### src/rtl/mips_multicycle_ctrl.sv
// -----------------------------------------------------------------------------
// mips_multicycle_ctrl
//
// Control FSM for a multicycle MIPS datapath. Decodes opcode/funct from the
// instruction register into per-cycle datapath strobes and the 3-bit ALU op
// code, uses the ALU zero flag for beq, stalls on the memory handshake and
// counts retired instructions.
//
// Ports
//   clk         in   1      system clock, all state on rising edge
//   reset       in   1      asynchronous, active-low reset
//   opcode      in   6      instr[31:26] from instruction register
//   funct       in   6      instr[5:0] from instruction register
//   zero        in   1      ALU zero flag
//   mem_ready   in   1      memory access completes this cycle
//   pcen        out  1      PC write enable = pcwrite | (branch & zero)
//   iord        out  1      0: mem addr = PC, 1: mem addr = ALUOut
//   memwrite    out  1      memory write strobe
//   irwrite     out  1      instruction register load
//   regdst      out  1      1: dest = rd, 0: dest = rt
//   memtoreg    out  1      1: writeback from data reg, 0: from ALUOut
//   regwrite    out  1      register file write strobe
//   alusrca     out  1      0: PC, 1: reg A
//   alusrcb     out  2      00 reg B, 01 const 4, 10 signimm, 11 signimm<<2
//   pcsrc       out  2      00 ALU result, 01 ALUOut, 10 jump target
//   alucontrol  out  3      000 slt, 001 sub, 101 add, 110 or, 111 and
//   illegal     out  1      one-cycle pulse after an unknown opcode/funct
//   instret     out  CNT_W  retired-instruction count, wraps
// -----------------------------------------------------------------------------
module mips_multicycle_ctrl #(
    parameter int CNT_W = 32
) (
    input  logic             clk,
    input  logic             reset,
    input  logic [5:0]       opcode,
    input  logic [5:0]       funct,
    input  logic             zero,
    input  logic             mem_ready,
    output logic             pcen,
    output logic             iord,
    output logic             memwrite,
    output logic             irwrite,
    output logic             regdst,
    output logic             memtoreg,
    output logic             regwrite,
    output logic             alusrca,
    output logic [1:0]       alusrcb,
    output logic [1:0]       pcsrc,
    output logic [2:0]       alucontrol,
    output logic             illegal,
    output logic [CNT_W-1:0] instret
);

    typedef enum logic [3:0] {
        S_FETCH,
        S_DECODE,
        S_MEMADR,
        S_MEMREAD,
        S_MEMWB,
        S_MEMWRITE,
        S_EXECUTE,
        S_ALUWB,
        S_BRANCH,
        S_ADDIEXEC,
        S_ADDIWB,
        S_JUMP
    } state_t;

    localparam logic [5:0] OP_RTYPE = 6'b000000;
    localparam logic [5:0] OP_LW    = 6'b100011;
    localparam logic [5:0] OP_SW    = 6'b101011;
    localparam logic [5:0] OP_BEQ   = 6'b000100;
    localparam logic [5:0] OP_ADDI  = 6'b001000;
    localparam logic [5:0] OP_J     = 6'b000010;

    localparam logic [2:0] ALU_SLT = 3'b000;
    localparam logic [2:0] ALU_SUB = 3'b001;
    localparam logic [2:0] ALU_ADD = 3'b101;
    localparam logic [2:0] ALU_OR  = 3'b110;
    localparam logic [2:0] ALU_AND = 3'b111;

    state_t           state_q, state_d;
    logic             illegal_q, illegal_d;
    logic [CNT_W-1:0] instret_q, instret_d;

    logic pcwrite;
    logic branch;
    logic retire;
    logic irwrite_c;
    logic memwrite_c;
    logic regwrite_c;

    // NOTE: every signal written here gets a default first, so no path through
    // the case statement can leave one unassigned and infer a latch.
    always_comb begin
        state_d    = state_q;
        illegal_d  = 1'b0;
        retire     = 1'b0;
        pcwrite    = 1'b0;
        branch     = 1'b0;
        irwrite_c  = 1'b0;
        memwrite_c = 1'b0;
        regwrite_c = 1'b0;
        iord       = 1'b0;
        regdst     = 1'b0;
        memtoreg   = 1'b0;
        alusrca    = 1'b0;
        alusrcb    = 2'b00;
        pcsrc      = 2'b00;
        alucontrol = ALU_SLT;

        unique case (state_q)
            S_FETCH: begin
                // ALU computes PC+4 every fetch cycle; only committed on ready.
                alusrcb    = 2'b01;
                alucontrol = ALU_ADD;
                if (mem_ready) begin
                    irwrite_c = 1'b1;
                    pcwrite   = 1'b1;
                    state_d   = S_DECODE;
                end
            end
            S_DECODE: begin
                // Speculative branch target computed while the opcode decodes.
                alusrcb    = 2'b11;
                alucontrol = ALU_ADD;
                unique case (opcode)
                    OP_LW, OP_SW: state_d = S_MEMADR;
                    OP_RTYPE:     state_d = S_EXECUTE;
                    OP_BEQ:       state_d = S_BRANCH;
                    OP_ADDI:      state_d = S_ADDIEXEC;
                    OP_J:         state_d = S_JUMP;
                    default: begin
                        // PC already advanced in FETCH, so the bad word is a NOP.
                        illegal_d = 1'b1;
                        state_d   = S_FETCH;
                    end
                endcase
            end
            S_MEMADR: begin
                alusrca    = 1'b1;
                alusrcb    = 2'b10;
                alucontrol = ALU_ADD;
                state_d    = (opcode == OP_SW) ? S_MEMWRITE : S_MEMREAD;
            end
            S_MEMREAD: begin
                iord = 1'b1;
                if (mem_ready) begin
                    state_d = S_MEMWB;
                end
            end
            S_MEMWB: begin
                memtoreg   = 1'b1;
                regwrite_c = 1'b1;
                retire     = 1'b1;
                state_d    = S_FETCH;
            end
            S_MEMWRITE: begin
                iord       = 1'b1;
                memwrite_c = 1'b1;
                if (mem_ready) begin
                    retire  = 1'b1;
                    state_d = S_FETCH;
                end
            end
            S_EXECUTE: begin
                alusrca = 1'b1;
                state_d = S_ALUWB;
                unique case (funct)
                    6'b100000: alucontrol = ALU_ADD;
                    6'b100010: alucontrol = ALU_SUB;
                    6'b100100: alucontrol = ALU_AND;
                    6'b100101: alucontrol = ALU_OR;
                    6'b101010: alucontrol = ALU_SLT;
                    default: begin
                        alucontrol = ALU_ADD;
                        illegal_d  = 1'b1;
                        state_d    = S_FETCH;
                    end
                endcase
            end
            S_ALUWB: begin
                regdst     = 1'b1;
                regwrite_c = 1'b1;
                retire     = 1'b1;
                state_d    = S_FETCH;
            end
            S_BRANCH: begin
                alusrca    = 1'b1;
                alucontrol = ALU_SUB;
                branch     = 1'b1;
                pcsrc      = 2'b01;
                retire     = 1'b1;
                state_d    = S_FETCH;
            end
            S_ADDIEXEC: begin
                alusrca    = 1'b1;
                alusrcb    = 2'b10;
                alucontrol = ALU_ADD;
                state_d    = S_ADDIWB;
            end
            S_ADDIWB: begin
                regwrite_c = 1'b1;
                retire     = 1'b1;
                state_d    = S_FETCH;
            end
            S_JUMP: begin
                pcsrc   = 2'b10;
                pcwrite = 1'b1;
                retire  = 1'b1;
                state_d = S_FETCH;
            end
            default: state_d = S_FETCH;
        endcase

        instret_d = retire ? instret_q + CNT_W'(1) : instret_q;
    end

    // NOTE: state flops use non-blocking assignments so every flop samples
    // the pre-edge values regardless of statement order.
    always_ff @(posedge clk or negedge reset) begin
        if (!reset) begin
            state_q   <= S_FETCH;
            illegal_q <= 1'b0;
            instret_q <= '0;
        end else begin
            state_q   <= state_d;
            illegal_q <= illegal_d;
            instret_q <= instret_d;
        end
    end

    // While reset is held the FSM sits in FETCH, which would otherwise raise
    // irwrite/pcen on mem_ready; gate the side-effecting strobes directly.
    assign pcen     = reset & (pcwrite | (branch & zero));
    assign irwrite  = reset & irwrite_c;
    assign memwrite = reset & memwrite_c;
    assign regwrite = reset & regwrite_c;
    assign illegal  = illegal_q;
    assign instret  = instret_q;

endmodule

### config.mk
export PLATFORM = sky130hd
export DESIGN_NAME = mips_multicycle_ctrl
export DESIGN_NICKNAME = d
export VERILOG_FILES = /design/src/rtl/mips_multicycle_ctrl.sv
export SDC_FILE = /design/constraint.sdc
export NUM_CORES = 1
export LEC_CHECK = 0
export ABC_AREA = 1
export BUFFER_PORTS_ARGS = -buffer_cell sky130_fd_sc_hd__buf_2
export CAP_MARGIN = 0
export CORE_UTILIZATION = 45
export CTS_BUF_LIST = sky130_fd_sc_hd__clkbuf_16
export CTS_CLUSTER_SIZE = 25
export DETAILED_ROUTE_END_ITERATION = 7
export GPL_ROUTABILITY_DRIVEN = 1
export GPL_TIMING_DRIVEN = 0
export PLACE_DENSITY = 0.69
export SLEW_MARGIN = 25
export SYNTH_ARGS = -nofsm -noshare
export SYNTH_HDL_FRONTEND = slang
export SYNTH_SLANG_ARGS = --single-unit
### constraint.sdc
create_clock -name clk -period 3.6 [get_ports clk]
set_clock_uncertainty 0.1 [all_clocks]
set_input_delay 0.72 -clock clk [delete_from_list [all_inputs] [get_ports clk]]
set_output_delay 0.72 -clock clk [all_outputs]
set_load 0.03 [all_outputs]
==> impl_metrics.py <==
metrics = {
    "place": {
        "io_buffers": 63,
        "dpl_cell_area_sq_um": 3020,
        "hpwl_um": 4970,
        "gp_congestion": 0.863,
        "preCtsSetupSlack_ns": 0.741,
    },
    "power_and_ir_drop": {
        "p_clk_share_pct": 31.8,
        "combPwrFrac_pct": 35.7,
        "p_leak_nw": 1.70,
        "peakVddDrop_mv": 0.279,
        "power_density_nw_per_um2": 485,
        "netSwitchingPower_uw": 604,
        "switching_share_pct": 39.1,
        "fin_total_pwr_mw": 1.54,
        "intPower_uw": 940,
        "seq_power_share_pct": 32.5,
    },
    "global_route": {
        "globalRouteOverflowTotal": 0,
        "grt_use_total_pct": 21.6,
        "antenna_found_initial": 0,
        "grt_max_degree": 40,
        "grt_pass1_vias": 2342,
        "grt_first_pass_wirelength_um": 10400,
    },
    "setup_path": {
        "cp_max_fo": 39,
        "worst-setup-path-type": "in -> out",
        "start_kind": "input port",
        "end_kind": "output port",
        "arrival_ns": 1.97,
        "crit_required_ns": 2.78,
    },
    "cells_and_area": {
        "fin_area_sq_um": 3190,
        "nNetsFinal": 487,
        "layout-drive-gt1-share_pct": 19.7,
        "areaGrowthSynthToFinish_pct": 21.9,
        "antenna_cells": 0,
        "fillers": 577,
    },
    "die": {
        "die_x_um": 78.2,
        "num_rows": 27,
        "die_area_sq_um": 6120,
        "core_area_sq_um": 5540,
        "pin_count": 64,
        "die_h_um": 78.2,
        "initial_core_util_pct": 47.2,
    },
    "route": {
        "drcViolationCount": 0,
        "drt-initial-drc-count": 156,
        "num_vias": 2647,
        "wl_per_cell_um": 11.5,
        "viasPerCell": 4.87,
        "antenna_left": 0,
        "dr.pass1.iters": 4,
        "drt_wl_total_um": 6260,
    },
    "timing": {
        "whs_ns": 0.405,
        "timing.setup.tns_ns": 0,
        "hold_viol": 0,
        "fmax_ghz": 0.359,
        "tightest_slew_ns": 0.867,
        "relSlewSlack_pct": 42.2,
        "fin_crit_sh_pct": 77.4,
        "fin_crit_ns": 2.79,
        "slew_violations": 0,
        "finalSetupViolations": 0,
        "rsz0062_at_grt": "no",
        "worst_slack_ns": 0.813,
    },
    "clocking": {
        "holdBufCountCts": 0,
        "post_cts_buffers": 0,
        "cts_tree": "done",
        "clk_path_buf_depth": 2,
        "h-tree-depth": 2,
        "path_clk_slew_ns": 0.06,
        "cts_repair_resize_count": 0,
        "numClockSinks": 37,
        "root_buffer": "clkbuf_16",
        "clk_latency_ns": 0.28,
        "cts_buffers": 5,
    },
    "min_path": {
        "hold_path_class": "reg -> reg",
    },
    "synth": {
        "seq_area_frac_synth_pct": 35.4,
        "ys_types": 28,
        "yosys_warnings": 0,
        "syn_inst": 400,
        "synth_seq_cells": 37,
        "syn_area_sq_um": 2610,
        "syn_area_per_cell_sq_um": 6.53,
        "synth_nets": 417,
    },
    "run": {
        "cap_viol_max_count": 0,
    },
    "run_status": {
        "status": "finished, final reports clean",
    },
}
path summary, 6_finish.rpt:
check	slack, ns	start	to	cells past startpoint
min in group asynchronous	0.43	reset	instret[20]	1
max in group asynchronous	2.40	reset	state_q[0]	1
max	0.81	reset	pcen	4
min	0.41	instret[20]	instret[20]	2
min reg2reg	0.41	instret[20]	instret[20]	2
max reg2reg	1.67	instret[0]	instret[20]	10
cells by family (layout without fill, tap and decap cells):
logic type	after synthesis	after routing	synth area share, %
simple gates	265	265	44.4
flops	37	37	35.4
xor+xnor	21	21	7.04
fa+ha+maj	1	1	0.479
buf+inv	64	135	10.1
compound gates	12	12	2.54
stage by stage:
step	cells	util (%)
final	543	57.5
after global routing	543	57.5
after CTS	543	57.5
after detailed placement	535	54.5
after global placement	535	54.5
after floorplan	400	-
registers in the layout, summed over array words and instances (netlist names):
signal	flops
instret	32
illegal	1
state_q	4
synthesized netlist by cell type:
cell	instances	area, sq um
nand2_1	142	533
inv_1	58	218
nor2_1	56	210
dfrtp_1	37	926
nand3_1	24	120
nor3_1	14	70.1
xor2_1	14	123
nand3b_1	7	52.6
xnor2_1	7	61.3
nand2_2	6	37.5
o21ai_0	5	25.0
nor2_2	4	25.0
a21oi_1	3	15.0
nand3_2	3	30.0
nand4_1	3	18.8
nor2_4	3	33.8
inv_2	2	7.51
o211ai_1	2	15.0
a31oi_1	1	6.26
and2_1	1	6.26
and3_1	1	6.26
buf_2	1	5.00
buf_4	1	7.51
buf_6	1	11.3
buf_8	1	15.0
ha_1	1	12.5
nand3_4	1	17.5
o21ai_1	1	5.00
routing by layer:
layer	GRT usage (%)	up-vias	routed length [um]
met5	0	-	0
met4	5.56	0	67
met3	3.60	6	258
met2	34.6	65	2850
met1	30.3	1217	3090
li1	-	1359	-
area by class of cell:
type	count	area (sq um)	area share [%]
buffer	4	38.8	1.22
sequential	37	926	29.1
multi-input combinational	299	1420	44.7
timing repair buffer	63	315	9.90
tap	72	90.1	2.83
clock inverter	3	41.3	1.30
clock buffer	5	125	3.93
inverter	60	225	7.07
cells in the final DEF (no fill, tap or decap), drive strengths merged, types with 7 or more instances in the layout:
cell    netlist  final
xnor2         7      7
xor2         14     14
nand3b        7      7
nor3         14     14
nor2         63     63
nand2       148    148
dfrtp        37     37
nand3        28     28
buf           4     67
inv          60     60
power by group through the flow:
stage	combinational [mW]	sequential [mW]	clock [mW]
after floorplan	0.361	0.547	0
after global placement	0.546	0.509	0
after detailed placement	0.552	0.510	0
after CTS	0.555	0.503	0.499
after global routing	0.598	0.511	0.514
final	0.551	0.503	0.491
worst max-delay path, stage by stage:
cell and delay, ns:
buf_2 0.64, inv_1 0.18, a31oi_1 0.17, buf_2 0.22
(Power assumes the default switching activity.)
